`config.mk`:
```
export PLATFORM = sky130hd
export DESIGN_NAME = hazard_controller_flat
export DESIGN_NICKNAME = d
export VERILOG_FILES = /design/src/rtl/hazard_controller_pkg.sv /design/src/rtl/hazard_controller_if.sv /design/src/rtl/hazard_controller_forward_select.sv /design/src/rtl/hazard_controller.sv /design/src/flat_wrapper.sv
export SDC_FILE = /design/constraint.sdc
export NUM_CORES = 1
export LEC_CHECK = 0
export ABC_AREA = 0
export BUFFER_PORTS_ARGS = -buffer_cell sky130_fd_sc_hd__clkbuf_2
export CORE_MARGIN = 8
export CORE_UTILIZATION = 40
export DETAILED_ROUTE_END_ITERATION = 10
export PLACE_DENSITY = 0.78
export SLEW_MARGIN = 10
export SYNTH_ARGS = -nofsm -noshare
export SYNTH_HDL_FRONTEND = slang
export SYNTH_HIERARCHICAL = 1
export SYNTH_SLANG_ARGS = --single-unit
```
`constraint.sdc`:
```
create_clock -name iClk -period 3.5 [get_ports iClk]
set_clock_uncertainty 0.15 [all_clocks]
set_input_delay 0.175 -clock iClk [delete_from_list [all_inputs] [get_ports iClk]]
set_output_delay 0.175 -clock iClk [all_outputs]
set_load 0.05 [all_outputs]
```
`src/rtl/hazard_controller_pkg.sv`:
```
// hazard_controller_pkg: shared control typedefs for the pipeline hazard logic
package hazard_controller_pkg;

    typedef enum logic [1:0] {
        S_IDLE  = 2'b00,
        S_WAIT  = 2'b01,
        S_ERROR = 2'b10
    } mem_state_t;

    typedef enum logic [1:0] {
        FWD_RF  = 2'b00,
        FWD_WB  = 2'b01,
        FWD_MEM = 2'b10
    } fwd_t;

endpackage

```
`src/rtl/hazard_controller_if.sv`:
```
// hazard_controller_if: pipeline <-> hazard controller signal bundle
interface hazard_controller_if #(parameter int CNT_WIDTH = 32);
    logic [4:0]           iRs1D, iRs2D, iRs1E, iRs2E, iRdE, iRdM, iRdW;
    logic                 iLoadE, iPCSrcE, iRegWriteM, iRegWriteW, iMemReqM, iMemReadyM;
    logic                 oStallF, oStallD, oStallE, oStallM;
    logic                 oFlushD, oFlushE, oFlushW;
    logic [1:0]           oForwardAE, oForwardBE;
    logic                 oMemTimeout;
    logic [CNT_WIDTH-1:0] oStallCount;

    modport master (
        output iRs1D, iRs2D, iRs1E, iRs2E, iRdE, iRdM, iRdW,
        output iLoadE, iPCSrcE, iRegWriteM, iRegWriteW, iMemReqM, iMemReadyM,
        input  oStallF, oStallD, oStallE, oStallM, oFlushD, oFlushE, oFlushW,
        input  oForwardAE, oForwardBE, oMemTimeout, oStallCount
    );

    modport slave (
        input  iRs1D, iRs2D, iRs1E, iRs2E, iRdE, iRdM, iRdW,
        input  iLoadE, iPCSrcE, iRegWriteM, iRegWriteW, iMemReqM, iMemReadyM,
        output oStallF, oStallD, oStallE, oStallM, oFlushD, oFlushE, oFlushW,
        output oForwardAE, oForwardBE, oMemTimeout, oStallCount
    );
endinterface

```
`src/rtl/hazard_controller_forward_select.sv`:
```
// forward_select: picks the bypass source for one Execute operand, Memory first
module forward_select
    import hazard_controller_pkg::*;
(
    input  logic [4:0] iRs,
    input  logic [4:0] iRdM,
    input  logic       iRegWriteM,
    input  logic [4:0] iRdW,
    input  logic       iRegWriteW,
    output fwd_t       oFwd
);
    logic w_hit_m, w_hit_w;

    assign w_hit_m = iRegWriteM && (iRdM != 5'd0) && (iRdM == iRs);
    assign w_hit_w = iRegWriteW && (iRdW != 5'd0) && (iRdW == iRs);
    assign oFwd    = w_hit_m ? FWD_MEM : w_hit_w ? FWD_WB : FWD_RF;
endmodule

```
`src/rtl/hazard_controller.sv`:
```
// hazard_controller: stall/flush/forward control with memory-wait FSM and stall counter
module hazard_controller
    import hazard_controller_pkg::*;
#(
    parameter int TIMEOUT_CYCLES = 64,
    parameter int CNT_WIDTH      = 32
) (
    input  logic              iClk,
    input  logic              iRst,
    hazard_controller_if.slave hz
);
    localparam int WCW = $clog2(TIMEOUT_CYCLES) + 1;

    mem_state_t           r_state, w_state_nxt;
    logic [WCW-1:0]       r_wait_cnt;
    logic [CNT_WIDTH-1:0] r_stall_cnt;
    logic                 w_memstall, w_timeout, w_load_use, w_lu_stall, w_stall_f;
    fwd_t                 w_fwd_a, w_fwd_b;

    forward_select u_fwd_a (
        .iRs        (hz.iRs1E),
        .iRdM       (hz.iRdM),
        .iRegWriteM (hz.iRegWriteM),
        .iRdW       (hz.iRdW),
        .iRegWriteW (hz.iRegWriteW),
        .oFwd       (w_fwd_a)
    );

    forward_select u_fwd_b (
        .iRs        (hz.iRs2E),
        .iRdM       (hz.iRdM),
        .iRegWriteM (hz.iRegWriteM),
        .iRdW       (hz.iRdW),
        .iRegWriteW (hz.iRegWriteW),
        .oFwd       (w_fwd_b)
    );

    // FSM state register; reset is asynchronous so WAIT/ERROR clear immediately
    always_ff @(posedge iClk or posedge iRst) begin
        if (iRst) r_state <= S_IDLE;
        else      r_state <= w_state_nxt;
    end

    // FSM next state: zero-wait accesses stay in IDLE, ERROR is absorbing
    always_comb begin
        w_state_nxt = r_state;
        unique case (r_state)
            S_IDLE:  w_state_nxt = (hz.iMemReqM && !hz.iMemReadyM) ? S_WAIT : S_IDLE;
            S_WAIT:  w_state_nxt = hz.iMemReadyM ? S_IDLE :
                                   (r_wait_cnt == WCW'(TIMEOUT_CYCLES - 1)) ? S_ERROR : S_WAIT;
            default: w_state_nxt = S_ERROR;
        endcase
    end

    // FSM outputs: memory stall and timeout flag
    always_comb begin
        w_memstall = ((r_state == S_IDLE) && hz.iMemReqM && !hz.iMemReadyM) ||
                     ((r_state == S_WAIT) && !hz.iMemReadyM) ||
                     (r_state == S_ERROR);
        w_timeout  = (r_state == S_ERROR);
    end

    // Wait counter: zero outside WAIT so it starts at 0 on every entry
    always_ff @(posedge iClk or posedge iRst) begin
        if (iRst) r_wait_cnt <= '0;
        else      r_wait_cnt <= (r_state == S_WAIT) ? r_wait_cnt + 1'b1 : '0;
    end

    // A taken branch discards the Decode instruction, so it overrides the load-use stall
    assign w_load_use = hz.iLoadE && (hz.iRdE != 5'd0) &&
                        ((hz.iRdE == hz.iRs1D) || (hz.iRdE == hz.iRs2D));
    assign w_lu_stall = w_load_use && !hz.iPCSrcE;
    assign w_stall_f  = w_memstall || w_lu_stall;

    // Stall-cycle counter, saturating at all-ones
    always_ff @(posedge iClk or posedge iRst) begin
        if (iRst)                            r_stall_cnt <= '0;
        else if (w_stall_f && ~&r_stall_cnt) r_stall_cnt <= r_stall_cnt + 1'b1;
    end

    // Memory stall freezes everything and holds back flushes until it drops
    assign hz.oStallF     = w_stall_f;
    assign hz.oStallD     = w_stall_f;
    assign hz.oStallE     = w_memstall;
    assign hz.oStallM     = w_memstall;
    assign hz.oFlushW     = w_memstall;
    assign hz.oFlushD     = !w_memstall && hz.iPCSrcE;
    assign hz.oFlushE     = !w_memstall && (hz.iPCSrcE || w_load_use);
    assign hz.oForwardAE  = w_fwd_a;
    assign hz.oForwardBE  = w_fwd_b;
    assign hz.oMemTimeout = w_timeout;
    assign hz.oStallCount = r_stall_cnt;
endmodule

```
`src/flat_wrapper.sv`:
```
// flat-port wrapper written by rule: the top's interface ports become plain ports
module hazard_controller_flat import hazard_controller_pkg::*;
#(
    parameter int TIMEOUT_CYCLES = 64,
    parameter int CNT_WIDTH      = 32
)
  (iClk, iRst, hz_iRs1D, hz_iRs2D, hz_iRs1E, hz_iRs2E, hz_iRdE, hz_iRdM, hz_iRdW, hz_iLoadE, hz_iPCSrcE, hz_iRegWriteM, hz_iRegWriteW, hz_iMemReqM, hz_iMemReadyM, hz_oStallF, hz_oStallD, hz_oStallE, hz_oStallM, hz_oFlushD, hz_oFlushE, hz_oFlushW, hz_oForwardAE, hz_oForwardBE, hz_oMemTimeout, hz_oStallCount);
  hazard_controller_if #(.CNT_WIDTH(CNT_WIDTH)) hz_i ();
  input  logic iClk;
  input  logic iRst;
  input wire logic [$bits(hz_i.iRs1D)-1:0] hz_iRs1D;
  input wire logic [$bits(hz_i.iRs2D)-1:0] hz_iRs2D;
  input wire logic [$bits(hz_i.iRs1E)-1:0] hz_iRs1E;
  input wire logic [$bits(hz_i.iRs2E)-1:0] hz_iRs2E;
  input wire logic [$bits(hz_i.iRdE)-1:0] hz_iRdE;
  input wire logic [$bits(hz_i.iRdM)-1:0] hz_iRdM;
  input wire logic [$bits(hz_i.iRdW)-1:0] hz_iRdW;
  input wire logic [$bits(hz_i.iLoadE)-1:0] hz_iLoadE;
  input wire logic [$bits(hz_i.iPCSrcE)-1:0] hz_iPCSrcE;
  input wire logic [$bits(hz_i.iRegWriteM)-1:0] hz_iRegWriteM;
  input wire logic [$bits(hz_i.iRegWriteW)-1:0] hz_iRegWriteW;
  input wire logic [$bits(hz_i.iMemReqM)-1:0] hz_iMemReqM;
  input wire logic [$bits(hz_i.iMemReadyM)-1:0] hz_iMemReadyM;
  output wire logic [$bits(hz_i.oStallF)-1:0] hz_oStallF;
  output wire logic [$bits(hz_i.oStallD)-1:0] hz_oStallD;
  output wire logic [$bits(hz_i.oStallE)-1:0] hz_oStallE;
  output wire logic [$bits(hz_i.oStallM)-1:0] hz_oStallM;
  output wire logic [$bits(hz_i.oFlushD)-1:0] hz_oFlushD;
  output wire logic [$bits(hz_i.oFlushE)-1:0] hz_oFlushE;
  output wire logic [$bits(hz_i.oFlushW)-1:0] hz_oFlushW;
  output wire logic [$bits(hz_i.oForwardAE)-1:0] hz_oForwardAE;
  output wire logic [$bits(hz_i.oForwardBE)-1:0] hz_oForwardBE;
  output wire logic [$bits(hz_i.oMemTimeout)-1:0] hz_oMemTimeout;
  output wire logic [$bits(hz_i.oStallCount)-1:0] hz_oStallCount;
  assign hz_i.iRs1D = hz_iRs1D;
  assign hz_i.iRs2D = hz_iRs2D;
  assign hz_i.iRs1E = hz_iRs1E;
  assign hz_i.iRs2E = hz_iRs2E;
  assign hz_i.iRdE = hz_iRdE;
  assign hz_i.iRdM = hz_iRdM;
  assign hz_i.iRdW = hz_iRdW;
  assign hz_i.iLoadE = hz_iLoadE;
  assign hz_i.iPCSrcE = hz_iPCSrcE;
  assign hz_i.iRegWriteM = hz_iRegWriteM;
  assign hz_i.iRegWriteW = hz_iRegWriteW;
  assign hz_i.iMemReqM = hz_iMemReqM;
  assign hz_i.iMemReadyM = hz_iMemReadyM;
  assign hz_oStallF = hz_i.oStallF;
  assign hz_oStallD = hz_i.oStallD;
  assign hz_oStallE = hz_i.oStallE;
  assign hz_oStallM = hz_i.oStallM;
  assign hz_oFlushD = hz_i.oFlushD;
  assign hz_oFlushE = hz_i.oFlushE;
  assign hz_oFlushW = hz_i.oFlushW;
  assign hz_oForwardAE = hz_i.oForwardAE;
  assign hz_oForwardBE = hz_i.oForwardBE;
  assign hz_oMemTimeout = hz_i.oMemTimeout;
  assign hz_oStallCount = hz_i.oStallCount;
  hazard_controller #(.TIMEOUT_CYCLES(TIMEOUT_CYCLES), .CNT_WIDTH(CNT_WIDTH)) u_core (.iClk(iClk), .iRst(iRst), .hz(hz_i));
endmodule
```
# [Word level (Yosys, flattened, before mapping)]
# Cells that the tools add are included.
[totals] inputBits=43 word_cells=53 register_bits=41 output_inout_bits=44
[classes] n_mux=9 add_sub_neg=2 eq_ne=9 reduce_logical=30
[ops] cell="$add 32x1->32 const B" n=1
[ops] cell="$reduce_and 32->1" n=1
[ops] cell="$eq 5x5->1" n=6
[ops] cell="$logic_and 1x1->1" n=16
[ops] cell="$reduce_bool 5->1" n=3
[ops] cell="$mux 2" n=4
[ops] cell="$add 7x1->7 const B" n=1
[ops] cell="$eq 7x6->1 const B" n=1
[ops] cell="$mux 7" n=1
[ops] cell="$logic_or 1x1->1" n=5
[ops] cell="$logic_not 1->1" n=4
[ops] cell="$pmux 2 s2" n=1
[ops] cell="$mux 1" n=3
[ops] cell="$eq 2x1->1 const B" n=1
[ops] cell="$eq 2x2->1 const B" n=1
[ops] cell="$logic_not 2->1" n=1

# [Logic depth before layout (Yosys ltp)]
[depth] depth_word=7 ltp_mapped=9

# [By module]
# The synthesis kept the hierarchy.
[modules_own_cells] mod="hazard_controller" seq_area_each_um2=1026.0 cells_each=213 area_per_inst_um2=2189.6 n_inst=1
[modules_own_cells] mod="forward_select" seq_area_each_um2=0.0 cells_each=21 area_per_inst_um2=158.9 n_inst=2

# [Worst setup path after synthesis]
# Ideal clock, no wire load.
[synth_timing] path_kind="register to register" startpoint="reg u_core.r_stall_cnt[0] (netlist: u_core/hz.oStallCount[0])" endpoint="reg u_core.r_stall_cnt[1] (netlist: u_core/hz.oStallCount[1])" required_ns=3.225 path_stages_with_launch=9 slack_ns=0.987 period_less_slack_ns=2.513 setup_time_ns=0.125 t_arrival_ns=2.238 cell_sequence="dfrtp_1 -> ha_1 -> nand2_1 -> nor3_4 -> nand3_2 -> or3_1 -> buf_6 -> nand2_1 -> mux2_2"
[synth_between] elab_chain_cells=3 elab_cells_between_ends=4 classes_between="add/sub (1); reduce/logical (3)"
[synth_rtl] item="start: declaration" line="hazard_controller.sv:16" rtl="logic [CNT_WIDTH-1:0] r_stall_cnt;"
[synth_rtl] item="start signal: assignment" line="hazard_controller.sv:78" rtl="else if (w_stall_f && ~&r_stall_cnt) r_stall_cnt <= r_stall_cnt + 1'b1;"
[synth_rtl] item="parallel branches: the longest is 3 deep, another holds $add 32x1->32"
# Several ways; the timed one is not identified.
# A chain may end at the register's enable or synchronous reset.

# [Final worst setup path]
# Ends and elaborated chain as after synthesis.

==> results.cfg <==
[global_routing]
grt_start_max_net_pins = 42
grt_util_all_layers_pct = 13.8
grt_pass1_wl_mm = 10.1
antenna_found_initial = 0
first_global_vias = 2283
grt.overflow.total = 0

[critical_path]
timing.reg2reg.setup_slack_ns = 1.00
critPathRequiredTime_ns = 3.53
critPathLaunchType = flop
cp_max_fo = 17
worstSetupEndpointType = flop
crit_type = flop to flop
cp.arrival_ns = 2.53

[synth]
synth_flop_cell = dfrtp_1
synthCells = 255
synth_top_area_share_pct = 40.9
netlist_area_mm2 = 0.00251
synth_warnings = 6
synth_nets = 300
synth_most_common_cell = dfrtp_1
ys_ff_latch = 41
syn_area_per_cell_um2 = 9.83
yosys.area.top_type = dfrtp_1
async_reset_ff_share_pct = 100
synth_cell_type_count = 40
synth_edf_count = 0
synth_common_cells = dfrtp_1, xnor2_1, nand3_1
synth_seq_area_share_pct = 40.9
netlist_top_cells_area = dfrtp_1, xnor2_1, xor2_1

[layout]
area_growth_pct = 23.4
layout-drive-gt1-share_pct = 32.6
post-route-util_pct = 49.8
fin_nets = 385
diodes = 0

[clock_tree]
cts_resized = 0
clk_root_buffer_cell = clkbuf_8
cts_buffer_depth = 2
cts_made_buffers = 5
post-cts-setup-buffers = 0
cts_sinks = 41
tritoncts = yes
clk_latency_ns = 0.29
cts-htree-levels = 2
path_clk_slew_ns = 0.08

[die]
rows = 29
die_w_um = 95.2
dieHeight_um = 95.2
pin_count = 87
fp.dieArea_mm2 = 0.00906
initial_core_util_pct = 40.4
core_mm2 = 0.00620

[status]
outcome = finished, final reports clean

[timing]
finalSetupTns_ns = 0
period_needed_ns = 2.50
slew_violations = 0
final.period_utilization_pct = 71.4
worstMarginPinSlew_ns = 0.525
setup_viol = 0
grt_setup_unrepaired = no
hold_viol = 0
maxSlewHeadroom_pct = 65.0
fmax_ghz = 0.400

[power_and_ir_drop]
leakage_nw = 1.46
power_density_mw_per_mm2 = 424
ir_worst_vdd_v = 0.000440
p_total_mw = 1.31

[detailed_routing]
finalWirelength_mm = 6.05
dr.pass1.iters = 4
route.detailed.drc = 0
wl_per_cell_um = 14.5
via_count = 2148
via_per_inst = 5.14
detail-route-antenna-nets = 0
initialDrtViolationCount = 75

[place]
port_buffers = 86
dp_hpwl_mm = 4.69
gp_congestion = 0.828

[run]
max-cap-violations = 0

[min_path]
hp-class = input pin to flop
## report_power, final
group / internal, mW / total, mW / switching, mW
clock: 0.232 / 0.388 / 0.155
sequential: 0.510 / 0.551 / 0.0417
combinational: 0.114 / 0.372 / 0.258
total: 0.856 / 1.31 / 0.455
## final cells by class
| type | instances | area [um2] |
|---|---|---|
| tap | 77 | 96.3 |
| multi-input combinational | 197 | 1370 |
| inverter | 5 | 18.8 |
| sequential | 41 | 1030 |
| timing repair buffer | 90 | 465 |
| clock buffer | 7 | 86.3 |
| clock inverter | 1 | 30.0 |
| fill | 562 | 3110 |
## cell usage in the layout (no fill, tap or decap), types with 4 or more instances in the layout
cell	n
and3_1	8
and4_1	4
clkbuf_2	86
clkbuf_8	6
dfrtp_1	41
inv_1	5
mux2_2	4
nand2_1	19
nand3_1	22
nand4_1	13
nor2_1	20
nor3_1	8
xnor2_1	40
xor2_1	18
## sequential cells by signal, summed over array words and instances (netlist names)
register and flops:
u_core/r_state 2, u_core/hz.oStallCount 32, u_core/r_wait_cnt 7
## kinds of logic (layout without fill, tap and decap cells)
group / count (synthesis) / count (layout) / synth area share (%)
XOR/XNOR: 58 / 58 / 20.3
buffers and inverters: 17 / 103 / 4.44
adder cells (fa/ha/maj): 2 / 2 / 0.998
AO/OA/AOI/OAI: 13 / 13 / 4.94
flip-flops: 41 / 41 / 40.9
AND/OR/NAND/NOR: 120 / 120 / 26.6
multiplexers: 4 / 4 / 1.80
## timing repair
action / in CTS / in global routing
hold buffers: 2 / 0
endpoints found under the setup margin: 0 / 0
endpoints found under the hold margin: 42 / 0
## metal layers
layer	GRT usage (%)	routed length, um
met5	0	0
met3	4.09	530
met1	16.9	2650
met4	5.20	85
met2	22.3	2790
## critical path: stages, from the launching register on
cell and delay [ns]:
dfrtp_1 0.40, ha_1 0.24, nand2_1 0.11, nor3_4 0.26
nand3_2 0.12, or3_1 0.56, nand2_1 0.20, mux2_2 0.34
## worst paths after layout
path | start | end | cells after the start
worst min register to register | u_core/r_wait_cnt[0]$_DFF_PP0_ | u_core/r_wait_cnt[0]$_DFF_PP0_ | 1
worst min-delay path | hz_iMemReqM | u_core/r_state[0]$_DFF_PP0_ | 4
worst max-delay path | u_core/hz.oStallCount[0]$_DFFE_PP0P_ | u_core/hz.oStallCount[1]$_DFFE_PP0P_ | 7
max in group asynchronous | iRst | u_core/hz.oStallCount[15]$_DFFE_PP0P_ | 4
worst max register to register | u_core/hz.oStallCount[0]$_DFFE_PP0P_ | u_core/hz.oStallCount[1]$_DFFE_PP0P_ | 7
min in group asynchronous | iRst | u_core/hz.oStallCount[2]$_DFFE_PP0P_ | 4
## metrics by stage
step | hold WS, ns | setup WS [ns] | cells | instance area [um2]
after detailed placement | 0.163 | 1.02 | 408 | 2960
after floorplan | 0.179 | 0.987 | 255 | 2510
after CTS | 0.0853 | 1.01 | 418 | 3090
after global routing | 0.146 | 0.875 | 418 | 3090
after global placement | 0.158 | 1.08 | 408 | 2960
final | 0.0997 | 1.00 | 418 | 3090
Power figures use the tool's default switching activity.
